<file path="src/rtl/delta_reconstruct.sv">
// Delta-bitplane block reconstruction: transposes DATA_W+1 bitplanes into
// deltas, integrates them onto the base word and streams BLOCK_SIZE words out.
module delta_reconstruct #(
  parameter int DATA_W     = 8,
  parameter int BLOCK_SIZE = 8
) (
  input  logic                                 clk_i,
  input  logic                                 rst_i,
  input  logic [DATA_W-1:0]                    base_i,
  input  logic [(DATA_W+1)*(BLOCK_SIZE-1)-1:0] dbp_i,
  input  logic                                 vld_i,
  output logic                                 rdy_o,
  output logic [DATA_W-1:0]                    data_o,
  output logic                                 last_o,
  output logic                                 vld_o,
  input  logic                                 rdy_i,
  input  logic                                 clr_i
);

  localparam int NDLT  = BLOCK_SIZE - 1;
  localparam int PW    = (DATA_W + 1) * NDLT;
  localparam int IDX_W = $clog2(BLOCK_SIZE);

  typedef enum logic {S_IDLE, S_EMIT} state_t;

  state_t            r_state;
  state_t            w_state_nxt;
  logic [IDX_W-1:0]  r_idx;
  logic [DATA_W-1:0] r_acc;
  logic [PW-1:0]     r_planes;

  logic              w_last;
  logic              w_xfer;
  logic              w_accept;
  logic [DATA_W:0]   w_delta;
  logic              w_unused_sign;

  always_comb begin
    w_last   = (r_state == S_EMIT) && (r_idx == IDX_W'(BLOCK_SIZE - 1));
    w_xfer   = (r_state == S_EMIT) && rdy_i;
    rdy_o    = !clr_i && ((r_state == S_IDLE) || (w_last && rdy_i));
    w_accept = vld_i && rdy_o;
    vld_o    = (r_state == S_EMIT);
    last_o   = w_last;
    data_o   = r_acc;
  end

  // Gather bit idx of every plane; only the constant-index form stays in range
  // when idx reaches the last word (no delta is consumed there).
  always_comb begin
    w_delta = '0;
    for (int unsigned p = 0; p <= DATA_W; p++) begin
      for (int unsigned j = 0; j < NDLT; j++) begin
        if (r_idx == IDX_W'(j)) w_delta[p] = r_planes[p*NDLT + j];
      end
    end
  end

  // Truncating to DATA_W makes the sign plane irrelevant to the wrapped sum.
  assign w_unused_sign = w_delta[DATA_W];

  always_comb begin
    w_state_nxt = r_state;
    if (clr_i)                 w_state_nxt = S_IDLE;
    else if (w_accept)         w_state_nxt = S_EMIT;
    else if (w_xfer && w_last) w_state_nxt = S_IDLE;
  end

  always_ff @(posedge clk_i or posedge rst_i) begin
    if (rst_i) r_state <= S_IDLE;
    else       r_state <= w_state_nxt;
  end

  always_ff @(posedge clk_i or posedge rst_i) begin
    if (rst_i) begin
      r_idx    <= '0;
      r_acc    <= '0;
      r_planes <= '0;
    end else if (clr_i) begin
      r_idx    <= '0;
      r_acc    <= '0;
      r_planes <= '0;
    end else if (w_accept) begin
      r_idx    <= '0;
      r_acc    <= base_i;
      r_planes <= dbp_i;
    end else if (w_xfer && !w_last) begin
      r_idx    <= r_idx + IDX_W'(1);
      r_acc    <= r_acc + w_delta[DATA_W-1:0];
    end
  end

endmodule

</file>
<file path="config.mk">
export PLATFORM = sky130hd
export DESIGN_NAME = delta_reconstruct
export DESIGN_NICKNAME = d
export VERILOG_FILES = /design/src/rtl/delta_reconstruct.sv
export SDC_FILE = /design/constraint.sdc
export NUM_CORES = 1
export LEC_CHECK = 0
export BUFFER_PORTS_ARGS = -buffer_cell sky130_fd_sc_hd__buf_2
export CELL_PAD_IN_SITES_DETAIL_PLACEMENT = 0
export CELL_PAD_IN_SITES_GLOBAL_PLACEMENT = 1
export CORE_UTILIZATION = 43
export CTS_CLUSTER_SIZE = 24
export DETAILED_ROUTE_END_ITERATION = 16
export GPL_ROUTABILITY_DRIVEN = 0
export MAX_ROUTING_LAYER = met4
export PLACE_DENSITY = 0.87
export SYNTH_ARGS = -nofsm -noshare
export SYNTH_HDL_FRONTEND = slang
export SYNTH_SLANG_ARGS = --single-unit
</file>
<file path="constraint.sdc">
create_clock -name clk_i -period 5.3 [get_ports clk_i]
set_clock_uncertainty 0.05 [all_clocks]
set_input_delay 1.06 -clock clk_i [delete_from_list [all_inputs] [get_ports clk_i]]
set_output_delay 1.06 -clock clk_i [all_outputs]
set_load 0.01 [all_outputs]
</file>
==> results.md <==
- Synth Area in Adders: 0.0503
- RSZ-0062 raised after global routing: false
- Synth cell types: 45
- Nets: 604
- Sink Count: 68
- Core area: 0.00872 mm^2
- Largest family of logic cells by synthesized area: simple AND/OR/NAND/NOR gates
- Min-Delay Path Class: register to register
- Clock Power Share: 0.367
- Final instance area: 0.00449 mm^2
- Post-Layout Cell Count: 626
- Switching part of the total power: 0.270
- Reg power frac: 0.471
- Fmax achieved: 253 MHz
- Pleak: 2.07 nW
- Routed wire length: 8.87 mm
- Synth area leaders: dfrtp_1 (44%), nand2b_1 (9.4%), nand2_1 (8.9%)
- Max-Cap Viols: 0
- Post-Syn Area: 0.00388 mm^2
- Grt total ovfl: 0
- Via-per-instance ratio: 5.13
- Average wire per standard cell: 14.2 um
- Area leader, netlist: dfrtp_1
- Largest net degree at the start of global routing: 69
- Number of instances in the placed design: 610
- Synth Instances: 450
- Comb power frac: 0.162
- Antenna violations before repair: 0
- Synth top area share: 0.439
- Root Driver: clkbuf_8
- Clk_lat worst skew: 0.34 ns
- Placed instance area: 0.00428 mm^2
- Minimum clock period: 3.95 ns
- FF+latch count, synth: 68
- Worst Tran Pin Value: 1.00 ns
- Vias in the first global route: 3162
- Via Count: 3212
- Die area: 0.00941 mm^2
- Site row count: 34
- Register area share after synthesis: 0.439
- Syn_area_per_cell: 8.62 um^2
- Die Span X: 97.0 um
- Min-delay src: r_planes[49]
- Number of port buffers: 79
- Post_cts resized: 0
- Layout area overhead: 15.8%
- Final core occ: 0.515
- Post-Place Worst Slack: 1.33 ns
- Switching component of the power: 0.000333 W
- # DRC: 0
- Layout cells sized above 1: 0.208
- Setup TNS: 0 ns
- Post-CTS setup buffer count: 0
- PwrDens: 275 mW/mm^2
- Inserted Diodes: 0
- Final critical-path share of the clock period: 0.746
- Reg2reg start: r_idx[1]
- First-pass GRT wire length: 15.1 mm
- Critical path capture point type: register
- Clock-pin slew on the worst setup and hold paths: 0.07 ns
- Iteration-0 DRC Markers: 197
- TritonCTS clock tree: done
- CP max FO: 26
- Mux cell area share after synthesis: 0.00935
- Max Root-Sink Buffers: 2
- Die height: 97.0 um
- Total CTS buffers: 9
- Syn_nets: 541
- Commonest non-fill, non-tap cells in the layout: nand2_1 (92), buf_2 (79), dfrtp_1 (68)
- CP Data Required Time: 5.44 ns
- H-Tree Depth: 3
- CP startpoint: r_idx[1]
- Internal Pwr Total: 0.000902 W
- XOR/XNOR Fraction of Synth Area: 0.0113
- DP Wirelength: 5.86 mm
- GRT Util Overall: 0.206
- Final hold viol count: 0
- Yosys warns: 0
- Maximum VDD drop: 0.000134 V
- Max-slew violation count: 0
- WS Path Type: register to register
- Pre-antenna DRT Iters: 4
- Final setup vio count: 0
- DRT antenna net count: 0
- Simple-Gate Fraction of Synth Area: 0.227
- Worst reg-to-reg setup slack: 1.35 ns
- Commonest non-fill, non-tap cell in the layout: nand2_1
- Hold Buf Count CTS: 0
- Crit path launch type: register
- Post-synthesis compound-gate area fraction: 0.216
- Ports: 87
- PnR worst setup slack: 1.35 ns
- Outcome: finished, final reports clean
- Worst Path Arrival: 4.09 ns
- Slew HR: 0.333
- Initial core utilization: 0.445
[final cells by class]
type	count	area (um^2)
Tap cell	108	135
Timing Repair Buffer	83	425
Clock inverter	3	43.8
Sequential cell	68	1700
Multi-Input combinational cell	345	1990
Clock buffer	13	169
Inverter	6	22.5
Fill cell	833	4230
[stage by stage]
stage | power [W] | hold slack, ns
2_1_floorplan | 0.000726 | 0.416
4_1_cts | 0.00125 | 0.461
6_report | 0.00123 | 0.463
3_5_place_dp | 0.000792 | 0.440
5_1_grt | 0.00130 | 0.494
3_3_place_gp | 0.000785 | 0.441
[flip-flops by register name, summed over array words and instances, names as in the netlist]
name / flops
r_planes: 56
data_o: 8
r_idx: 3
vld_o: 1
[final timing paths]
kind	endpoint	depth (start not counted)
min in group asynchronous	r_planes[43]	3
max reg2reg	data_o[6]	14
max	data_o[6]	14
min	r_planes[49]	1
min reg2reg	r_planes[49]	1
max in group asynchronous	r_planes[30]	3
[worst max-delay path: stages (launching register included)]
cell and delay, ns:
dfrtp_1 0.42, inv_1 0.10, ha_1 0.82, nor2_1 0.14, and3_1 0.33, a22oi_1 0.21, o21ai_0 0.15, ha_1 0.27
fa_1 0.42, a21o_1 0.18, a21oi_1 0.21, nor2b_1 0.07, nor2_1 0.13, mux2i_1 0.21, o31ai_1 0.08
[routing by layer]
layer  vias up  track usage  share of wire  wire (um)
li1       1643            -              -          -
met1      1479        0.291           0.49       4350
met2        86        0.303           0.45       4030
met3         4       0.0368          0.049        431
met4         0       0.0620         0.0067         59
met5         -            -              0          0
[kinds of logic after synthesis]
logic type | Yosys count
simple gates | 185
compound gates | 137
flops | 68
buf+inv | 37
fa+ha+maj | 15
xor+xnor | 5
mux | 3
[power groups by stage]
stage               Clock [W]  Combinational (W)  Sequential (W)
floorplan                   0           0.000137        0.000589
global placement            0           0.000196        0.000589
detailed placement          0           0.000201        0.000591
CTS                  0.000466           0.000202        0.000581
global route         0.000488           0.000227        0.000586
finish               0.000453           0.000200        0.000581
[cell usage after synthesis, drive strengths merged]
cell	count
o32ai	1
a22o	6
a21bo	1
fa	1
o22ai	1
a22oi	14
xor2	1
and3	1
and3b	1
o21a	2
buf	16
a221oi	2
o21ai	77
a21oi	18
nor2b	4
nand2	93
and2	1
o31ai	4
clkbuf	15
nand3	1
o311ai	1
nor3	2
or3	1
ha	14
a21o	4
mux2i	1
nand2b	58
o211ai	2
a211oi	2
o21bai	1
nor2	22
xnor2	4
mux2	2
dfrtp	68
nand3b	1
inv	6
a21boi	1
No activity file was read; power rests on OpenSTA's default activity.
